--- src/rtl/video_pkg.sv ---
// Shared widths, default raster timing and the porch averager state encoding
// for the video front end.
package video_pkg;
  localparam int HCOUNT_W = 11;
  localparam int VCOUNT_W = 10;
  localparam int CVBS_W   = 6;
  localparam int SUM_W    = 12;

  localparam int DEF_PORCH_SAMPLES = 32;
  localparam int DEF_GAIN_SHIFT    = 1;
  localparam int DEF_H_START       = 250;
  localparam int DEF_H_ACTIVE      = 1248;
  localparam int DEF_V_START       = 22;
  localparam int DEF_V_ACTIVE      = 288;

  typedef enum logic [1:0] {IDLE, ACC, DONE} avg_state_e;
endpackage

--- src/rtl/porch_averager.sv ---
// Accumulates PORCH_SAMPLES cvbs samples per back porch; strobes done with the
// average when the porch closes, or flags a miss if it closed too early.
module porch_averager
  import video_pkg::*;
#(
  parameter int PORCH_SAMPLES = DEF_PORCH_SAMPLES
) (
  input  logic              clk,
  input  logic              reset_n,
  input  logic              ce,
  input  logic              porch,
  input  logic              porch_rise,
  input  logic              porch_fall,
  input  logic [CVBS_W-1:0] cvbs,
  output logic [CVBS_W-1:0] avg,
  output logic              done,
  output logic              clamp_miss
);
  localparam int SHIFT = $clog2(PORCH_SAMPLES);

  avg_state_e       state_q;
  logic [SUM_W-1:0] sum_q;
  logic [6:0]       cnt_q;
  logic             miss_q;

  always_ff @(posedge clk) begin
    if (!reset_n) begin
      state_q <= IDLE;
      sum_q   <= '0;
      cnt_q   <= '0;
      miss_q  <= 1'b0;
    end else if (ce) begin
      miss_q <= 1'b0;
      case (state_q)
        IDLE: if (porch_rise) begin
          state_q <= ACC;
          sum_q   <= '0;
          cnt_q   <= '0;
        end
        ACC: if (porch_fall) begin
          state_q <= IDLE;
          miss_q  <= 1'b1;
        end else begin
          sum_q <= sum_q + {{(SUM_W-CVBS_W){1'b0}}, cvbs};
          cnt_q <= cnt_q + 7'd1;
          if (cnt_q + 7'd1 == 7'(PORCH_SAMPLES)) state_q <= DONE;
        end
        DONE: if (!porch) state_q <= IDLE;
        default: state_q <= IDLE;
      endcase
    end
  end

  // done is combinational so the clamp loads on the same ce that leaves DONE
  assign done       = ce && (state_q == DONE) && !porch;
  assign avg        = CVBS_W'(sum_q >> SHIFT);
  assign clamp_miss = miss_q;
endmodule

--- src/rtl/cvbs_restore.sv ---
// Black-level restore, gain/saturate, blanking and raster counters.
// CVBS_CLAMP_IIR_EN: low-pass the clamp per line instead of replacing it.
module cvbs_restore
  import video_pkg::*;
#(
  parameter int PORCH_SAMPLES = DEF_PORCH_SAMPLES,
  parameter int GAIN_SHIFT    = DEF_GAIN_SHIFT,
  parameter int H_START       = DEF_H_START,
  parameter int H_ACTIVE      = DEF_H_ACTIVE,
  parameter int V_START       = DEF_V_START,
  parameter int V_ACTIVE      = DEF_V_ACTIVE
) (
  input  logic                clk,
  input  logic                reset_n,
  input  logic                ce,
  input  logic [CVBS_W-1:0]   cvbs,
  input  logic                hsync,
  input  logic                vsync,
  input  logic                porch,
  input  logic [CVBS_W-1:0]   blacklevel,
  output logic [CVBS_W-1:0]   luma,
  output logic                active,
  output logic                hsync_out,
  output logic                vsync_out,
  output logic [HCOUNT_W-1:0] hcount,
  output logic [VCOUNT_W-1:0] vcount,
  output logic                clamp_valid,
  output logic                clamp_miss
);
  logic                hs_q, hs_d, vs_q, vs_d, porch_q, porch_d;
  logic                hs_out_q, hs_out_d, vs_out_q, vs_out_d;
  logic [HCOUNT_W-1:0] hcount_q, hcount_d;
  logic [VCOUNT_W-1:0] vcount_q, vcount_d;
  logic [7:0]          clamp_q, clamp_d, clamp_upd;
  logic                clamp_valid_q, clamp_valid_d;
  logic signed [CVBS_W:0] diff, d_q, d_d;
  logic                win_q, win_d, active_q, active_d;
  logic [CVBS_W-1:0]   luma_q, luma_d, clamp6, avg;
  logic [8:0]          scaled;
  logic                hs_fall, vs_fall, porch_rise, porch_fall, avg_done, h_in, v_in;

  assign hs_fall    = hs_q & ~hsync;
  assign vs_fall    = vs_q & ~vsync;
  assign porch_rise = ~porch_q & porch;
  assign porch_fall = porch_q & ~porch;

  porch_averager #(.PORCH_SAMPLES(PORCH_SAMPLES)) u_avg (
    .clk(clk), .reset_n(reset_n), .ce(ce), .porch(porch),
    .porch_rise(porch_rise), .porch_fall(porch_fall), .cvbs(cvbs),
    .avg(avg), .done(avg_done), .clamp_miss(clamp_miss)
  );

`ifdef CVBS_CLAMP_IIR_EN
  logic signed [8:0] clamp_err;
  assign clamp_err = $signed({1'b0, avg, 2'b00}) - $signed({1'b0, clamp_q});
  assign clamp_upd = 8'($signed({1'b0, clamp_q}) + (clamp_err >>> 2));
`else
  assign clamp_upd = {avg, 2'b00};
`endif

  // Until a porch has been measured, trust the detector's coarse estimate
  assign clamp6 = clamp_valid_q ? CVBS_W'(clamp_q >> 2) : blacklevel;
  assign diff   = $signed({1'b0, cvbs}) - $signed({1'b0, clamp6});
  assign h_in   = (int'(hcount_q) >= H_START) && (int'(hcount_q) < H_START + H_ACTIVE);
  assign v_in   = (int'(vcount_q) >= V_START) && (int'(vcount_q) < V_START + V_ACTIVE);
  assign scaled = {3'b000, d_q[CVBS_W-1:0]} << GAIN_SHIFT;

  always_comb begin
    hs_d = hs_q;  vs_d = vs_q;  porch_d = porch_q;
    hs_out_d = hs_out_q;  vs_out_d = vs_out_q;
    hcount_d = hcount_q;  vcount_d = vcount_q;
    clamp_d = clamp_q;  clamp_valid_d = clamp_valid_q;
    d_d = d_q;  win_d = win_q;  luma_d = luma_q;  active_d = active_q;
    if (ce) begin
      hs_d     = hsync;
      vs_d     = vsync;
      porch_d  = porch;
      hs_out_d = hs_q;
      vs_out_d = vs_q;
      hcount_d = hs_fall ? '0 : (&hcount_q) ? hcount_q : hcount_q + 1'b1;
      if (vs_fall)                   vcount_d = '0;
      else if (hs_fall && !(&vcount_q)) vcount_d = vcount_q + 1'b1;
      if (avg_done) begin
        clamp_d       = clamp_valid_q ? clamp_upd : {avg, 2'b00};
        clamp_valid_d = 1'b1;
      end
      d_d      = diff;
      win_d    = h_in && v_in;
      active_d = win_q;
      if (!win_q || d_q[CVBS_W]) luma_d = '0;
      else                       luma_d = (scaled > 9'd63) ? 6'd63 : scaled[CVBS_W-1:0];
    end
  end

  always_ff @(posedge clk) begin
    if (!reset_n) begin
      hs_q <= 1'b1;  vs_q <= 1'b1;  porch_q <= 1'b0;
      hs_out_q <= 1'b1;  vs_out_q <= 1'b1;
      hcount_q <= '0;  vcount_q <= '0;
      clamp_q <= '0;  clamp_valid_q <= 1'b0;
      d_q <= '0;  win_q <= 1'b0;  luma_q <= '0;  active_q <= 1'b0;
    end else begin
      hs_q <= hs_d;  vs_q <= vs_d;  porch_q <= porch_d;
      hs_out_q <= hs_out_d;  vs_out_q <= vs_out_d;
      hcount_q <= hcount_d;  vcount_q <= vcount_d;
      clamp_q <= clamp_d;  clamp_valid_q <= clamp_valid_d;
      d_q <= d_d;  win_q <= win_d;  luma_q <= luma_d;  active_q <= active_d;
    end
  end

  assign luma        = luma_q;
  assign active      = active_q;
  assign hsync_out   = hs_out_q;
  assign vsync_out   = vs_out_q;
  assign hcount      = hcount_q;
  assign vcount      = vcount_q;
  assign clamp_valid = clamp_valid_q;
endmodule
--- config.mk ---
export PLATFORM = sky130hd
export DESIGN_NAME = cvbs_restore
export DESIGN_NICKNAME = d
export VERILOG_FILES = /design/src/rtl/video_pkg.sv /design/src/rtl/porch_averager.sv /design/src/rtl/cvbs_restore.sv
export SDC_FILE = /design/constraint.sdc
export NUM_CORES = 1
export LEC_CHECK = 0
export ABC_AREA = 1
export CORE_ASPECT_RATIO = 0.75
export CORE_MARGIN = 10
export CORE_UTILIZATION = 52
export CTS_BUF_LIST = sky130_fd_sc_hd__clkbuf_4
export CTS_CLUSTER_DIAMETER = 200
export DETAILED_ROUTE_END_ITERATION = 8
export PLACE_DENSITY = 0.89
export RECOVER_POWER = 25
export SKIP_CTS_REPAIR_TIMING = 1
export SLEW_MARGIN = 20
export SYNTH_ARGS = -nofsm -noshare
export SYNTH_HDL_FRONTEND = slang
export SYNTH_HIERARCHICAL = 1
export SYNTH_SLANG_ARGS = --single-unit
--- constraint.sdc ---
create_clock -name clk -period 1.69 [get_ports clk]
set_input_delay 0.4225 -clock clk [delete_from_list [all_inputs] [get_ports clk]]
set_output_delay 0.4225 -clock clk [all_outputs]
set_load 0.01 [all_outputs]
==> results.md <==
- The total of flip-flops plus latches after synthesis is 69.
- For the final database, setup skew stands at 0.0144 ns.
- The checks that failed: negative setup slack.
- The worst hold path passes through 2 cells.
- The count of maximum capacitance violations is 0.
- The top fanout value on the critical path is 6.
- In the finished design, the share of the clock period the worst path needs comes to 106%.
- The worst setup path category is flip-flop to flip-flop.
- The final number of max-transition violations was 0.
- After synthesis, the largest area contributor takes up between 30 and 40% of total cell area.
- Yosys printed 6 warnings.
- The count of standard-cell rows is 27.
- The library cell with the largest summed area after synthesis is dfxtp_1.
- Synthesis handed over a netlist of between 500 and 600 instances.
- The number of antenna violations at the first check in global routing is 0.
- The slowest stage of the critical path belongs to the cell dfxtp_4.
- The global-route wire length before repair is 17,600 um.
- In the synthesized netlist the async set-or-reset flop fraction comes to 0%.
- The tree is rooted in a clkbuf_4.
- The critical path goes through buf_6 > inv_4 > nand2_2 > nand2_2 > ha_4 > inv_2 > fa_2 > nand3_2 > nand2_2 > inv_2 > or2_4 > nand3_2 > nand2_1 > inv_1.
- The average wire per cell in the routed design is 13.9 um.
- Across every metal layer, demand over resource in global routing totals approximately 18%.
- The die area is about 0.012 mm^2.
- The cell repeated most along the worst path is nand2_2.
- The number of I/O port buffers is approximately 50.
- The flow ran to the end, but the final reports show violations.
- Wires add up to roughly 11,000 um.
- The remaining antenna violation count after routing is 0.
- The pin count of the biggest net entering global routing is 24.
- Setup repair after global routing could not meet its margin everywhere.
- The most common library cell in the layout ignoring fill and taps is nand2_1.
- The number of synthesized flops with an enable pin is 0.
- The worst relative slew slack is 73.0%.
- VDD sags by at most 326 uV.
- For the finished layout, the period the worst path requires is 1.79 ns.
- The fraction of layout cells with a size suffix above 1 is around a fifth.
- The relative area change from synthesis to final layout is 31.9%.
- The first TritonRoute pass finished after 5 iterations.
- The TritonCTS sink count is 69.
- Once detailed placement completed, the half-perimeter wirelength came to a little over 8000 um.
- The path class of the tightest hold or removal check is flip-flop to flip-flop.
- The final-report hold violation count is 0.
- Synthesis produced a netlist with a net count of 632.
- Across all layers, the routed design uses between 4,000 and 5,000 vias.
- The H-tree depth is 3.
- TritonCTS built the clock tree.
- The core region area is about 0.0074 mm^2.
- Total power for the finished layout comes to roughly 3.6 mW.
- The number of vias per cell is ~5.3.
- The analysis attributes to cell leakage a power of roughly 2.6 nW.
- The horizontal extent of the die is 122 um.
- The clock passes through at most 2 buffers.
- The initial utilization of the core area, before any placement, comes to 54.1%.
- The count of nets after finishing is roughly 720.
- The via count of the first global-routing pass is 3,837.
- At the worst endpoint, the arrival time is ~2.1 ns.
- 0 antenna diodes ended up in the layout.
- A synthesized cell averages between 6 and 7 um^2.
- Setup violations remaining at the end of the flow were counted as 4.
- The number of library cell types mapped by synthesis is 36.
- On the worst path, the slowest cell contributes a delay of roughly 0.40 ns.
- The endpoint required time on the critical path is 2.04 ns.
- The library cells used most frequently in the layout, excluding fill and tap cells, are nand2_1, nor2_1, inv_1, a21oi_1, dfxtp_1.
- Timing would allow up to about 0.56 GHz.
- Power spread over the standard cell area amounts to between 600 and 700 mW/mm^2.
- Of the synthesized area, sequential elements account for between 30% and 40%.
- The total negative setup slack is -0.268 ns.
- The cell area after synthesis is approximately 0.0040 mm^2.
- The die height is roughly 96 um.
- At the later pin of the worst-skew pair, clock insertion delay measures between 0.4 and 0.5 ns.
- The worst reg2reg path depth is 14.
- STA classifies the critical path endpoint as a flip-flop.
- In the synthesized netlist the dominant register cell turns out to be dfxtp_1.
- The kind of start point of the critical path is a flip-flop.
- The global placer's final weighted congestion is 0.918.
- The post-layout worst setup margin is -0.0967 ns.
- The I/O pin count is 50.
- Ranked by total cell area, the synthesized netlist is headed by dfxtp_1, nand2_1, a21oi_1.
- The number of DRC markers after the initial detailed-route iteration is roughly 290.
- The total CTS buffers is 9.
- The number of filler instances in the final layout is between 500 and 600.
- The number of DRC violations after detailed routing is 0.
- The clock slew seen by the registers of the worst setup and hold paths is 0.13 ns.
- The total global routing overflow is 0.
- The slew at the pin with the worst max-slew slack is ~0.4 ns.
[metal layers]
| metal | track usage [%] | part of all wire [%] |
|---|---|---|
| met1 | 22.4 | 43 |
| met2 | 30.4 | 47 |
| met5 | 0 | 0 |
| met4 | 4.65 | 1.3 |
| met3 | 6.32 | 8.2 |
[worst max-delay path, delay by kind of cell (launching register included)]
family,cells,cell delay [ns]
simple gates,7,0.52
fa+ha+maj,2,0.48
flops,1,0.40
buf+inv,5,0.30
[where the power goes]
group | total [mW] | internal, mW | switching [mW]
combinational | 0.612 | 0.267 | 0.345
clock | 1.26 | 0.607 | 0.648
sequential | 1.70 | 1.66 | 0.0349
[sequential cells by signal (all words and copies together) (netlist names)]
| name | count |
|---|---|
| u_avg/clamp_miss | 1 |
| vsync_out | 1 |
| active | 1 |
| u_avg/cnt_q | 7 |
| porch_q | 1 |
| clamp_valid | 1 |
| vcount | 10 |
| hsync_out | 1 |
| clamp_q | 6 |
| u_avg/state_q | 2 |
| hs_q | 1 |
| luma | 6 |
| u_avg/sum_q | 11 |
| vs_q | 1 |
| win_q | 1 |
| hcount | 11 |
| d_q | 7 |
[path summary, 6_finish.rpt]
kind	from	endpoint	slack, ns
worst min-delay path	luma[4]	luma[4]	0.47
worst max-delay path	clamp_valid	d_q[4]	-0.1
worst min register to register	luma[4]	luma[4]	0.47
worst max register to register	clamp_valid	d_q[4]	-0.1
[cell type report]
cell class	instances	area, um^2	area share, %
Inverter	71	274	5.17
Sequential cell	69	1410	26.7
Timing Repair Buffer	100	958	18.1
Multi-Input combinational cell	436	2370	44.6
Clock buffer	9	67.6	1.27
Clock inverter	7	96.3	1.82
Tap cell	101	126	2.38
[cell families (layout without fill, tap and decap cells)]
logic type               after synthesis  count (layout)  share of synthesized area (%)
AO/OA/AOI/OAI                        104             104                           13.6
XOR/XNOR                               4               4                          0.871
adder cells (fa/ha/maj)               19              19                           6.28
buffers and inverters                 90             187                           9.24
flip-flops                            69              69                           34.3
multiplexers                           5               5                           1.24
AND/OR/NAND/NOR                      304             304                           34.5
[cell usage after synthesis, types with 3 or more instances]
cell,number
nor2_2,11
nor3_1,4
o21ai_0,30
ha_1,17
nand3_2,3
nand3_1,45
nand2_1,132
buf_2,5
buf_4,7
nand3b_1,5
o21ai_1,8
or2_2,3
a21oi_1,60
clkbuf_1,7
nand2_2,7
nand4_1,5
mux2i_1,5
inv_1,64
dfxtp_1,69
inv_2,5
nand2_4,4
nor2_1,79
xor2_1,3
[metrics by stage]
stage / hold slack, ns / util, % / instances / instance area, um^2 / setup slack [ns]
detailed placement: 0.458 / 66.3 / 772 / 4930 / -0.527
global placement: 0.454 / 66.3 / 772 / 4930 / -0.484
finish: 0.473 / 71.4 / 793 / 5310 / -0.0967
floorplan: 0.445 / - / 595 / 4040 / -0.0135
CTS: 0.477 / 68.5 / 788 / 5090 / -0.336
global route: 0.500 / 71.4 / 793 / 5310 / -0.186
Power figures use the tool's default switching activity.
==> RTL change, RTL diff (same flow settings) <==
Take the reset off `d_q` and load it in a clocked block of its own.
--- a/src/rtl/cvbs_restore.sv
+++ b/src/rtl/cvbs_restore.sv
@@ -99,5 +99,5 @@
       hcount_q <= '0;  vcount_q <= '0;
       clamp_q <= '0;  clamp_valid_q <= 1'b0;
-      d_q <= '0;  win_q <= 1'b0;  luma_q <= '0;  active_q <= 1'b0;
+      win_q <= 1'b0;  luma_q <= '0;  active_q <= 1'b0;
     end else begin
       hs_q <= hs_d;  vs_q <= vs_d;  porch_q <= porch_d;
@@ -105,6 +105,10 @@
       hcount_q <= hcount_d;  vcount_q <= vcount_d;
       clamp_q <= clamp_d;  clamp_valid_q <= clamp_valid_d;
-      d_q <= d_d;  win_q <= win_d;  luma_q <= luma_d;  active_q <= active_d;
+      win_q <= win_d;  luma_q <= luma_d;  active_q <= active_d;
     end
+  end
+
+  always_ff @(posedge clk) begin
+    d_q <= d_d;
   end
 
Function: no difference found for any inputs over 10 cycles, from zero or initial values and one cycle with reset_n low; that may be too few to reach the edited logic, so the function may still have changed.
==> RTL change against the unedited design <==
The flow still finishes with violations (negative setup slack). Critical path type is now input port to register. Synthesized area decreased by 1.2%. Core utilization decreased by 1.0 points. Count of clock-buffer cells in the layout unchanged. Cell count decreased by 3.3%. Design area decreased by 1.9%. Worst setup slack got worse by 0.0021 ns. Sequential cell count unchanged. Die area decreased by 0.94%. Power decreased by 5.3%. Wire length decreased by 1.3%.
==> RTL change: results <==
route:
  wl_met2_um: 5240
  wl_met3_um: 767
  drt-met1-wl_um: 4620
  routed_via_density: 5.35
power_and_ir_drop:
  p_clk_share_pct: 31.8
  switchingPower_mw: 0.982
  p_clk_mw: 1.07
  power_frac_seq_pct: 51.2
  p_leak_nw: 2.71
cells_and_area:
  nets: 698
  drive_gt1_share_pct: 20.7
global_route:
  grt_pass1_wl_um: 17000
  globalRouteTotalUtil_pct: 18.1
  grt_pass1_vias: 3772
  grt_max_degree: 17
synth:
  syn_nets: 601
  synth_commonest_cells: "136 x nand2_1, 67 x nor2_1, 65 x inv_1"
  synth-edff-count: 7
  synthAdderAreaFrac_pct: 6.36
setup_path:
  crit_type: "input port to register"
  start_kind: "input port"
  timing.rr.end: "d_q[5]$_DFFE_PP_"
  cp-startpoint: "cvbs[1]"
  reg2reg_depth: 9
placed_design:
  hpwl_um: 8200
  finalWeightedCongestion: 0.911
  dpl.cell_count: 749
run_status:
  violations: "negative setup slack"
  status: "finished, violations left"
sta:
  clock_skew_ns: 0.00989
  setup_ws_ns: -0.0988
  worst_slew_pin_slew_ns: 0.712
  finalSetupViolations: 9
## RTL change: changes by cell type after synthesis, moves of 4 or more
cell      unedited run  this run
nand2_1            132       136
nand4_1              5         9
edfxtp_1             0         7
o21ai_0             30        22
nor2_1              79        67
dfxtp_1             69        62
nand3_1             45        35
a21oi_1             60        51
## RTL change: kinds of logic (layout without fill, tap and decap cells)
kind of cell / after synthesis / after routing
fa+ha+maj: 19 / 19
buf+inv: 86 / 188
mux: 5 / 5
flops: 69 / 69
compound gates: 95 / 95
simple gates: 285 / 285
xor+xnor: 5 / 5
## RTL change: stage by stage
step / setup WS, ns / setup TNS [ns] / hold WS (ns) / area [um^2]
2_1_floorplan: -0.0485 / -0.0485 / 0.445 / 3990
3_3_place_gp: -0.481 / -10.33 / 0.451 / 4880
3_5_place_dp: -0.539 / -14.12 / 0.455 / 4880
4_1_cts: -0.260 / -5.02 / 0.369 / 5020
5_1_grt: -0.152 / -1.32 / 0.497 / 5200
6_report: -0.0988 / -0.225 / 0.470 / 5200
## RTL change: metal layers
layer / global-route usage (%) / up-vias
li1: - / 2024
met1: 21.1 / 1849
met3: 5.96 / 38
met2: 30.6 / 192
met4: 6.91 / 0
met5: 0 / -
## RTL change: cell type report
class | instances | area (um^2) | area share [%]
clock inverter | 7 | 65.1 | 1.25
timing repair buffer | 101 | 948 | 18.2
sequential | 69 | 1480 | 28.5
inverter | 71 | 269 | 5.17
clock buffer | 9 | 67.6 | 1.30
multi-input combinational | 409 | 2250 | 43.1
tap | 101 | 126 | 2.43
## RTL change: critical path, stage by stage
cell             delay, ns
clkdlybuf4s50_1       0.51
buf_4                 0.20
ha_1                  0.31
nand3_1               0.09
nand2_1               0.07
nand2_1               0.07
nand2_1               0.05
nand2_1               0.05
nand2_1               0.07
xor2_1                0.15
